===== config.mk =====
export PLATFORM = sky130hd
export DESIGN_NAME = led_pwm_fader
export DESIGN_NICKNAME = d
export VERILOG_FILES = /design/src/rtl/led_pwm_fader.sv
export SDC_FILE = /design/constraint.sdc
export NUM_CORES = 1
export LEC_CHECK = 0
export ABC_AREA = 1
export CAP_MARGIN = 10
export CORE_ASPECT_RATIO = 0.75
export CORE_MARGIN = 5
export CORE_UTILIZATION = 35
export DETAILED_ROUTE_END_ITERATION = 6
export GPL_TIMING_DRIVEN = 0
export HOLD_SLACK_MARGIN = 0.03
export PLACE_DENSITY = 0.46
export SLEW_MARGIN = 40
export SYNTH_ARGS = -nofsm -noshare
export SYNTH_HDL_FRONTEND = slang
export SYNTH_SLANG_ARGS = --single-unit

===== constraint.sdc =====
create_clock -name clk -period 3.4 [get_ports clk]
set_clock_uncertainty 0.1 [all_clocks]
set_input_delay 0.68 -clock clk [delete_from_list [all_inputs] [get_ports clk]]
set_output_delay 0.68 -clock clk [all_outputs]
set_load 0.02 [all_outputs]

===== src/rtl/led_pwm_fader.sv =====
// led_pwm_fader: two-channel LED brightness fader with PWM output.
// Each channel ramps its brightness towards the target pattern one step per
// prescaler tick and drives a registered PWM output from that brightness.
// Optional feature: define LED_GAMMA_EN to map brightness through a squared
// (perceptual) curve before PWM comparison; undefined gives a linear duty.
module led_pwm_fader #(
  parameter int unsigned PWM_BITS = 8,
  parameter int unsigned STEP_DIV = 100_000
) (
  input  logic       clk,
  input  logic       rst,
  input  logic [1:0] led_in,
  output logic [1:0] led_out,
  output logic       busy
);

  localparam int unsigned NCH  = 2;
  localparam int unsigned PS_W = (STEP_DIV > 1) ? $clog2(STEP_DIV) : 1;

  localparam logic [PS_W-1:0]     PS_LAST    = PS_W'(STEP_DIV - 1);
  localparam logic [PWM_BITS-1:0] B_MAX      = '1;
  localparam logic [PWM_BITS-1:0] B_ZERO     = '0;
  localparam logic [PWM_BITS-1:0] B_ONE      = PWM_BITS'(1);
  localparam logic [PWM_BITS-1:0] B_NEAR_MAX = B_MAX - B_ONE;

  typedef enum logic [1:0] {
    S_OFF       = 2'd0,
    S_RAMP_UP   = 2'd1,
    S_ON        = 2'd2,
    S_RAMP_DOWN = 2'd3
  } state_t;

  logic [1:0]          led_q;
  logic [PS_W-1:0]     ps_cnt;
  logic                tick;
  logic [PWM_BITS-1:0] pwm_cnt;

  state_t              state      [NCH];
  state_t              state_next [NCH];
  logic [PWM_BITS-1:0] b          [NCH];
  logic [PWM_BITS-1:0] b_next     [NCH];
  logic [PWM_BITS-1:0] d          [NCH];
`ifdef LED_GAMMA_EN
  logic [2*PWM_BITS-1:0] sq       [NCH];
`endif
  logic [NCH-1:0]      drive_next;
  logic                busy_next;

  // Input pattern register: all decisions below use led_q only.
  always_ff @(posedge clk) begin
    if (rst) led_q <= '0;
    else     led_q <= led_in;
  end

  // Step prescaler: counts 0..STEP_DIV-1, tick on the last count.
  always_ff @(posedge clk) begin
    if (rst)       ps_cnt <= '0;
    else if (tick) ps_cnt <= '0;
    else           ps_cnt <= ps_cnt + 1'b1;
  end

  assign tick = (ps_cnt == PS_LAST);

  // Free-running PWM period counter shared by both channels.
  always_ff @(posedge clk) begin
    if (rst) pwm_cnt <= '0;
    else     pwm_cnt <= pwm_cnt + 1'b1;
  end

  // Channel state and brightness registers.
  always_ff @(posedge clk) begin
    if (rst) begin
      for (int unsigned i = 0; i < NCH; i++) begin
        state[i] <= S_OFF;
        b[i]     <= '0;
      end
    end else begin
      for (int unsigned i = 0; i < NCH; i++) begin
        state[i] <= state_next[i];
        b[i]     <= b_next[i];
      end
    end
  end

  // Per-channel fade FSM; a reversal of the target wins over a pending step.
  always_comb begin
    for (int unsigned i = 0; i < NCH; i++) begin
      state_next[i] = state[i];
      b_next[i]     = b[i];
      case (state[i])
        S_OFF: begin
          if (led_q[i]) state_next[i] = S_RAMP_UP;
        end
        S_RAMP_UP: begin
          if (!led_q[i]) begin
            state_next[i] = S_RAMP_DOWN;
          end else if (b[i] == B_MAX) begin
            state_next[i] = S_ON;
          end else if (tick) begin
            b_next[i] = b[i] + B_ONE;
            if (b[i] == B_NEAR_MAX) state_next[i] = S_ON;
          end
        end
        S_ON: begin
          if (!led_q[i]) state_next[i] = S_RAMP_DOWN;
        end
        S_RAMP_DOWN: begin
          if (led_q[i]) begin
            state_next[i] = S_RAMP_UP;
          end else if (b[i] == B_ZERO) begin
            state_next[i] = S_OFF;
          end else if (tick) begin
            b_next[i] = b[i] - B_ONE;
            if (b[i] == B_ONE) state_next[i] = S_OFF;
          end
        end
        default: begin
          state_next[i] = S_OFF;
          b_next[i]     = '0;
        end
      endcase
    end
  end

  // Duty value: linear brightness, or the upper half of brightness squared.
  always_comb begin
    for (int unsigned i = 0; i < NCH; i++) begin
`ifdef LED_GAMMA_EN
      sq[i] = {B_ZERO, b[i]} * {B_ZERO, b[i]};
      d[i]  = sq[i][2*PWM_BITS-1 -: PWM_BITS];
`else
      d[i]  = b[i];
`endif
    end
  end

  // PWM compare with forced endpoints so full and zero brightness are steady.
  always_comb begin
    drive_next = '0;
    for (int unsigned i = 0; i < NCH; i++) begin
      if (b[i] == B_MAX)       drive_next[i] = 1'b1;
      else if (b[i] == B_ZERO) drive_next[i] = 1'b0;
      else                     drive_next[i] = (pwm_cnt < d[i]);
    end
  end

  // Busy is taken from the next state so it lines up with the state register.
  always_comb begin
    busy_next = 1'b0;
    for (int unsigned i = 0; i < NCH; i++) begin
      if (state_next[i] == S_RAMP_UP || state_next[i] == S_RAMP_DOWN)
        busy_next = 1'b1;
    end
  end

  // Registered LED drive and busy flag.
  always_ff @(posedge clk) begin
    if (rst) begin
      led_out <= '0;
      busy    <= 1'b0;
    end else begin
      led_out <= drive_next;
      busy    <= busy_next;
    end
  end

endmodule


==> run_results.csv, run 1 <==
group,metric,value,unit
critical_path,crit_required,3.51,ns
logic_synthesis,syn_area,0.00353,mm²
critical_path,timing.critical_path.to,"state[0][3]",
routing,wl,8880,µm
timing,period_minus_slack,2.13,ns
routing,wl_per_cell,12.7,µm
clocking,cts_inserted_buffers,5,
clocking,clock_sinks,50,
routing,vias_per_cell,4.77,
clocking,hold_buffers,0,
place,dp_slack,0.973,ns
logic_synthesis,synth_top_cell_by_area,"dfxtp_1",
critical_path,startpoint,"rst",
floorplan,core-area,0.00974,mm²
timing,setup-violations-final,0,
hold_path,hp-class,"reg -> reg",
critical_path,crit_path_top_delay_cell,"clkdlybuf4s50_1",
grt,grt_start_max_net_pins,16,
logic_synthesis,synth-adder-area-share,9.22,%
timing,max_freq,0.470,GHz
timing,relSlewSlack,61.1,%
place,place_hpwl,6770,µm
routing,dr.pass1.iters,5,
critical_path,path_cells,"clkdlybuf4s50_1, inv_1, clkbuf_1, nand3_1, a211oi_1",
critical_path,rrSetupSlack,1.34,ns
place,place_inst,693,
logic_synthesis,synth_flop_cell,"dfxtp_1",
logic_synthesis,synth-compound-area-share,10.6,%
grt,antenna_found_initial,0,
logic_synthesis,yosys_warnings,0,
routing,detail_route.iter0.violations,171,
routing,vias,3343,
logic_synthesis,synthMuxAreaShare,0,%
clocking,cts_root_buffer,"clkbuf_16",
logic_synthesis,synth_edf_count,0,
pwr,ir_worst_vdd,0.164,mV
logic_synthesis,synth_nets,585,
routing,drc,0,
final_layout,fillers,1058,
clocking,cts_tree,"built",
clocking,cts_htree_levels,2,
place,io_buffers,6,
floorplan,num_rows,31,
floorplan,die_area,0.0122,mm²
critical_path,critPathMaxStageDelay,0.62,ns
critical_path,cp_max_fo,10,
floorplan,die_x,126,µm
logic_synthesis,synthTopCellsByCount,"144 x nand2_1, 78 x nor2_1, 69 x inv_1",
logic_synthesis,synth_top_family_by_area,"simple AND/OR/NAND/NOR gates",
clocking,cts_setup_buffers,0,
place,place_congestion,0.810,
routing,ant_nets,0,
clocking,path_clk_slew,0.07,ns
pwr,leakage,1.75,nW
critical_path,reg2reg_depth,7,
job,cap_violations,0,
critical_path,crit_type,"in -> reg",
logic_synthesis,synth_seq_cells,50,
critical_path,setup.worst_path.end_class,"flip-flop",
clocking,clk_latency,0.29,ns
final_layout,syn_to_final_growth,10.4,%
timing,worst_slew_pin_slew,0.583,ns
timing,rsz0062_at_grt,"false",
critical_path,arrival,2.24,ns
clocking,clock_path_buffers,2,
logic_synthesis,synth.distinct_cells,36,
critical_path,r2r_start,"ps_cnt[0]",
timing,fin_tns_setup,0,ns
timing,fin_crit_sh,62.5,%
floorplan,die_h,97.0,µm
logic_synthesis,yosysSeqAreaShare,28.4,%
logic_synthesis,synth_top_area_share,28.4,%
final_layout,final_cells,701,
floorplan,pin_count,7,
logic_synthesis,synth_area_per_cell,6.36,µm²
grt,grt_pass1_vias,2974,
critical_path,cp-start-kind,"primary input",
logic_synthesis,synth-async-reset-ratio,0,%
outcome,status,"finished clean",
logic_synthesis,synth_area_leaders,"dfxtp_1 28%, nand2_1 15%, ha_1 9.2%",
critical_path,reg2reg_to,"ps_cnt[15]",
final_layout,layout-drive-gt1-share,6.50,%
floorplan,initial_core_util,36.2,%
logic_synthesis,synthCells,555,
clocking,cts-resized-gates,0,
final_layout,fin_nets,598,
logic_synthesis,synth-xor-area-share,3.72,%
grt,grt_usage,14.6,%
grt,grt_pass1_wl,14800,µm
final_layout,antenna_cells,0,
timing,finalHoldViolations,0,
logic_synthesis,yosys.area_share.simple,38.2,%
timing,maxSlewViolCount,0,
timing,layout_setup_ws,1.27,ns
pwr,p_per_area,322,mW/mm²
grt,grt.overflow.total,0,
logic_synthesis,yosysMostFrequentCell,"nand2_1",
critical path, delay by kind of cell:
family / cells / cell delay (ns)
AO/OA/AOI/OAI: 1 / 0.17
buffers and inverters: 3 / 1.25
AND/OR/NAND/NOR: 1 / 0.13
power by group:
group | switching, W | total [W] | internal [W]
combinational | 0.0000862 | 0.000137 | 0.0000510
clock | 0.000225 | 0.000498 | 0.000273
sequential | 0.0000187 | 0.000621 | 0.000602
registers in the layout, summed over array words and instances (netlist names):
| signal | count |
|---|---|
| ps_cnt | 17 |
| b | 16 |
| pwm_cnt | 8 |
| state | 4 |
| led_out | 2 |
| led_q | 2 |
| busy | 1 |
through the flow:
step / instance area [µm²] / utilization (%) / hold slack (ns) / power [W]
CTS: 3900 / 40.0 / 0.358 / 0.00128
global placement: 3750 / 38.6 / 0.333 / 0.000771
finish: 3900 / 40.0 / 0.357 / 0.00126
detailed placement: 3750 / 38.6 / 0.344 / 0.000771
floorplan: 3530 / - / 0.318 / 0.000730
global route: 3900 / 40.0 / 0.393 / 0.00134
placed cells by master (no fill, tap or decap), drive strengths merged, types with 3 or more instances in the layout:
cell type | synthesis | routed
a21oi | 40 | 40
buf | 10 | 10
clkbuf | 5 | 11
clkdlybuf4s50 | 0 | 6
clkinv | 1 | 3
dfxtp | 50 | 50
ha | 26 | 26
inv | 71 | 71
nand2 | 148 | 148
nand3 | 49 | 49
nand4 | 9 | 9
nor2 | 83 | 83
nor3 | 10 | 10
o21a | 3 | 3
o21ai | 24 | 24
or2 | 5 | 5
xnor2 | 5 | 5
xor2 | 10 | 10
how the worst min path moves through the flow:
stage                     startpoint         to  cells after the start  slack, ns
final                      ps_cnt[0]  ps_cnt[0]                      1       0.36
after global routing       ps_cnt[0]  ps_cnt[0]                      1       0.39
after CTS                  ps_cnt[0]  ps_cnt[0]                      1       0.36
after detailed placement   ps_cnt[0]  ps_cnt[0]                      1       0.34
after global placement     ps_cnt[0]  ps_cnt[0]                      1       0.33
after floorplan            ps_cnt[0]  ps_cnt[0]                      1       0.32
metal layers:
layer	wire length (µm)	up-vias	GRT usage, %
met5	0	-	0
met4	119	0	4.29
met3	302	10	2.92
met2	3620	57	21.3
met1	4840	1483	21.5
li1	-	1793	-
cell families (layout without fill, tap and decap cells):
group | after synthesis | after routing
and+or+nand+nor | 307 | 307
buffers and inverters | 87 | 101
AOI/OAI and AO/OA | 70 | 70
DFF | 50 | 50
adders and majority gates | 26 | 26
xor gates and xnor gates | 15 | 15
cell type report:
type / count / area (µm²) / share of cell area, %
buffer: 15 / 77.6 / 1.99
clock buffer: 6 / 129 / 3.31
clock inverter: 2 / 13.8 / 0.353
inverter: 72 / 272 / 6.97
multi-input combinational: 418 / 2180 / 55.9
sequential: 50 / 1000 / 25.7
tap: 132 / 165 / 4.24
timing repair buffer: 6 / 60.1 / 1.54
No activity file was read; power rests on OpenSTA's default activity.
==> inputs of run 2 (changes only) <==
==> constraint.sdc (replaced) <==
create_clock -name clk -period 2 [get_ports clk]
set_clock_uncertainty 0.1 [all_clocks]
set_input_delay 0.4 -clock clk [delete_from_list [all_inputs] [get_ports clk]]
set_output_delay 0.4 -clock clk [all_outputs]
set_load 0.02 [all_outputs]
==> run 2 against run 1 <==
  * Register-to-register slack worse by 1.2 ns
  * Wire length about the same
  * Sequential cell count unchanged
  * Combinational power grew 80%
  * First-iteration DRC count is 7.6% lower
  * Setup slack worse by 1.1 ns
  * Utilization grew 1.1 points
  * Sequential share of layout area fell by 0.64 points
  * Non-clock buffer count up 5
  * Worst hold slack better by 0.0027 ns
==> run_results.csv, run 2 (same netlist as run 1, synthesis figures left out) <==
group,metric,value,unit
final_layout,antenna_cells,0,
final_layout,fillers,1054,
timing,setup-violations-final,0,
final_layout,largest_register_ffs,17,
grt,grt.overflow.total,0,
floorplan,core-area,0.00974,mm²
routing,vias_per_cell,4.75,
final_layout,syn_to_final_growth,13.4,%
timing,rsz0062_at_grt,"false",
floorplan,pin_count,7,
critical_path,critPathMaxStageDelay,0.62,ns
grt,grt_usage,14.6,%
clocking,cts_root_buffer,"clkbuf_16",
timing,period_minus_slack,1.86,ns
floorplan,die_area,0.0122,mm²
clocking,clock_sinks,50,
critical_path,cp-start-kind,"primary input",
timing,max_freq,0.538,GHz
timing,fin_crit_sh,92.9,%
floorplan,die_x,126,µm
critical_path,arrival,1.97,ns
critical_path,crit_type,"in -> reg",
final_layout,layout_common_cells,"144 x nand2_1, 77 x nor2_1, 69 x inv_1",
final_layout,multi_input_area,0.00222,mm²
routing,dr.pass1.iters,5,
place,place_congestion,0.810,
floorplan,num_rows,31,
routing,ant_nets,0,
hold_path,hp-class,"reg -> reg",
timing,finalHoldViolations,0,
final_layout,mostFrequentLayoutCell,"nand2_1",
critical_path,crit_required,2.11,ns
routing,vias,3355,
grt,grt_start_max_net_pins,16,
final_layout,biggestRegsByFlops,"ps_cnt x17, b x16, pwm_cnt x8",
grt,grt_pass1_wl,14800,µm
timing,fin_tns_setup,0,ns
critical_path,setup.worst_path.end_class,"flip-flop",
routing,wl,8880,µm
floorplan,die_h,97.0,µm
clocking,clk_latency,0.29,ns
clocking,cts_inserted_buffers,5,
final_layout,layout-drive-gt1-share,8.19,%
pwr,p_per_area,537,mW/mm²
grt,grt_pass1_vias,2983,
routing,wl_per_cell,12.6,µm
final_layout,fin_nets,603,
pwr,ir_worst_vdd,0.279,mV
clocking,cts_tree,"built",
clocking,path_clk_slew,0.07,ns
outcome,status,"finished clean",
timing,worst_slew_pin_slew,0.578,ns
timing,holdWs,0.360,ns
clocking,clock_path_buffers,2,
critical_path,path_cells,"clkdlybuf4s50_1, inv_1, clkbuf_1, nand3_1, a211oi_1",
critical_path,cp_max_fo,10,
final_layout,ff_latch_area,0.00100,mm²
routing,detail_route.iter0.violations,158,
job,cap_violations,0,
timing,maxSlewViolCount,0,
routing,drc,0,
final_layout,regMostFlops,"ps_cnt",
clocking,cts_htree_levels,2,
pwr,leakage,1.79,nW
place,io_buffers,6,
grt,antenna_found_initial,0,
critical_path,crit_path_top_delay_cell,"clkdlybuf4s50_1",
floorplan,initial_core_util,36.2,%
place,place_hpwl,6770,µm
timing,relSlewSlack,61.5,%
-- run 2: power by group --
part / switching, W / leakage (nW) / internal (W)
Clock: 0.000381 / 0.0708 / 0.000465
Sequential: 0.0000331 / 0.406 / 0.00102
Combinational: 0.000150 / 1.31 / 0.0000951
-- run 2: critical path, delay by kind of cell --
family	cells	cell delay [ns]
AOI/OAI and AO/OA	1	0.17
buffers and inverters	3	1.25
and+or+nand+nor	1	0.14
-- run 2: path summary, 6_finish.rpt --
| kind | from | to | slack [ns] | cells past startpoint |
|---|---|---|---|---|
| worst max-delay path | rst | state[0][3] | 0.14 | 5 |
| worst min-delay path | ps_cnt[0] | ps_cnt[0] | 0.36 | 1 |
| worst max register to register | ps_cnt[0] | b[0][1] | 0.16 | 9 |
| worst min register to register | ps_cnt[0] | ps_cnt[0] | 0.36 | 1 |
-- run 2: cell type report --
cell class / instances / area share (%)
Clock inverter: 2 / 0.344
Clock buffer: 6 / 3.22
Tap cell: 132 / 4.13
Timing Repair Buffer: 11 / 3.07
Sequential cell: 50 / 25.1
Inverter: 72 / 6.79
Buffer: 15 / 2.00
Multi-Input combinational cell: 418 / 55.4
-- run 2: metal layers --
layer	global-route usage [%]	vias up	wire length, µm
met5	0	-	0
met4	4.29	0	119
met3	2.92	10	228
met2	21.3	43	3650
met1	21.5	1497	4880
li1	-	1805	-
-- run 2: repair_timing --
action                     4_1_cts  5_1_grt
setup endpoints to repair       14       17
setup buffers                    2        3
pin swaps                        1        3
hold endpoints to repair         0        0
hold buffers                     0        0
gates resized for setup          0       12
-- run 2: per-stage QoR --
step / std cells / util, % / area, µm² / power, W / setup slack, ns
after floorplan: 555 / - / 3530 / 0.00124 / 0.315
after global placement: 693 / 38.6 / 3750 / 0.00131 / -0.121
after detailed placement: 693 / 38.6 / 3750 / 0.00131 / -0.147
after CTS: 703 / 40.2 / 3910 / 0.00218 / 0.0809
after global routing: 706 / 41.1 / 4000 / 0.00229 / 0.00292
final: 706 / 41.1 / 4000 / 0.00215 / 0.143
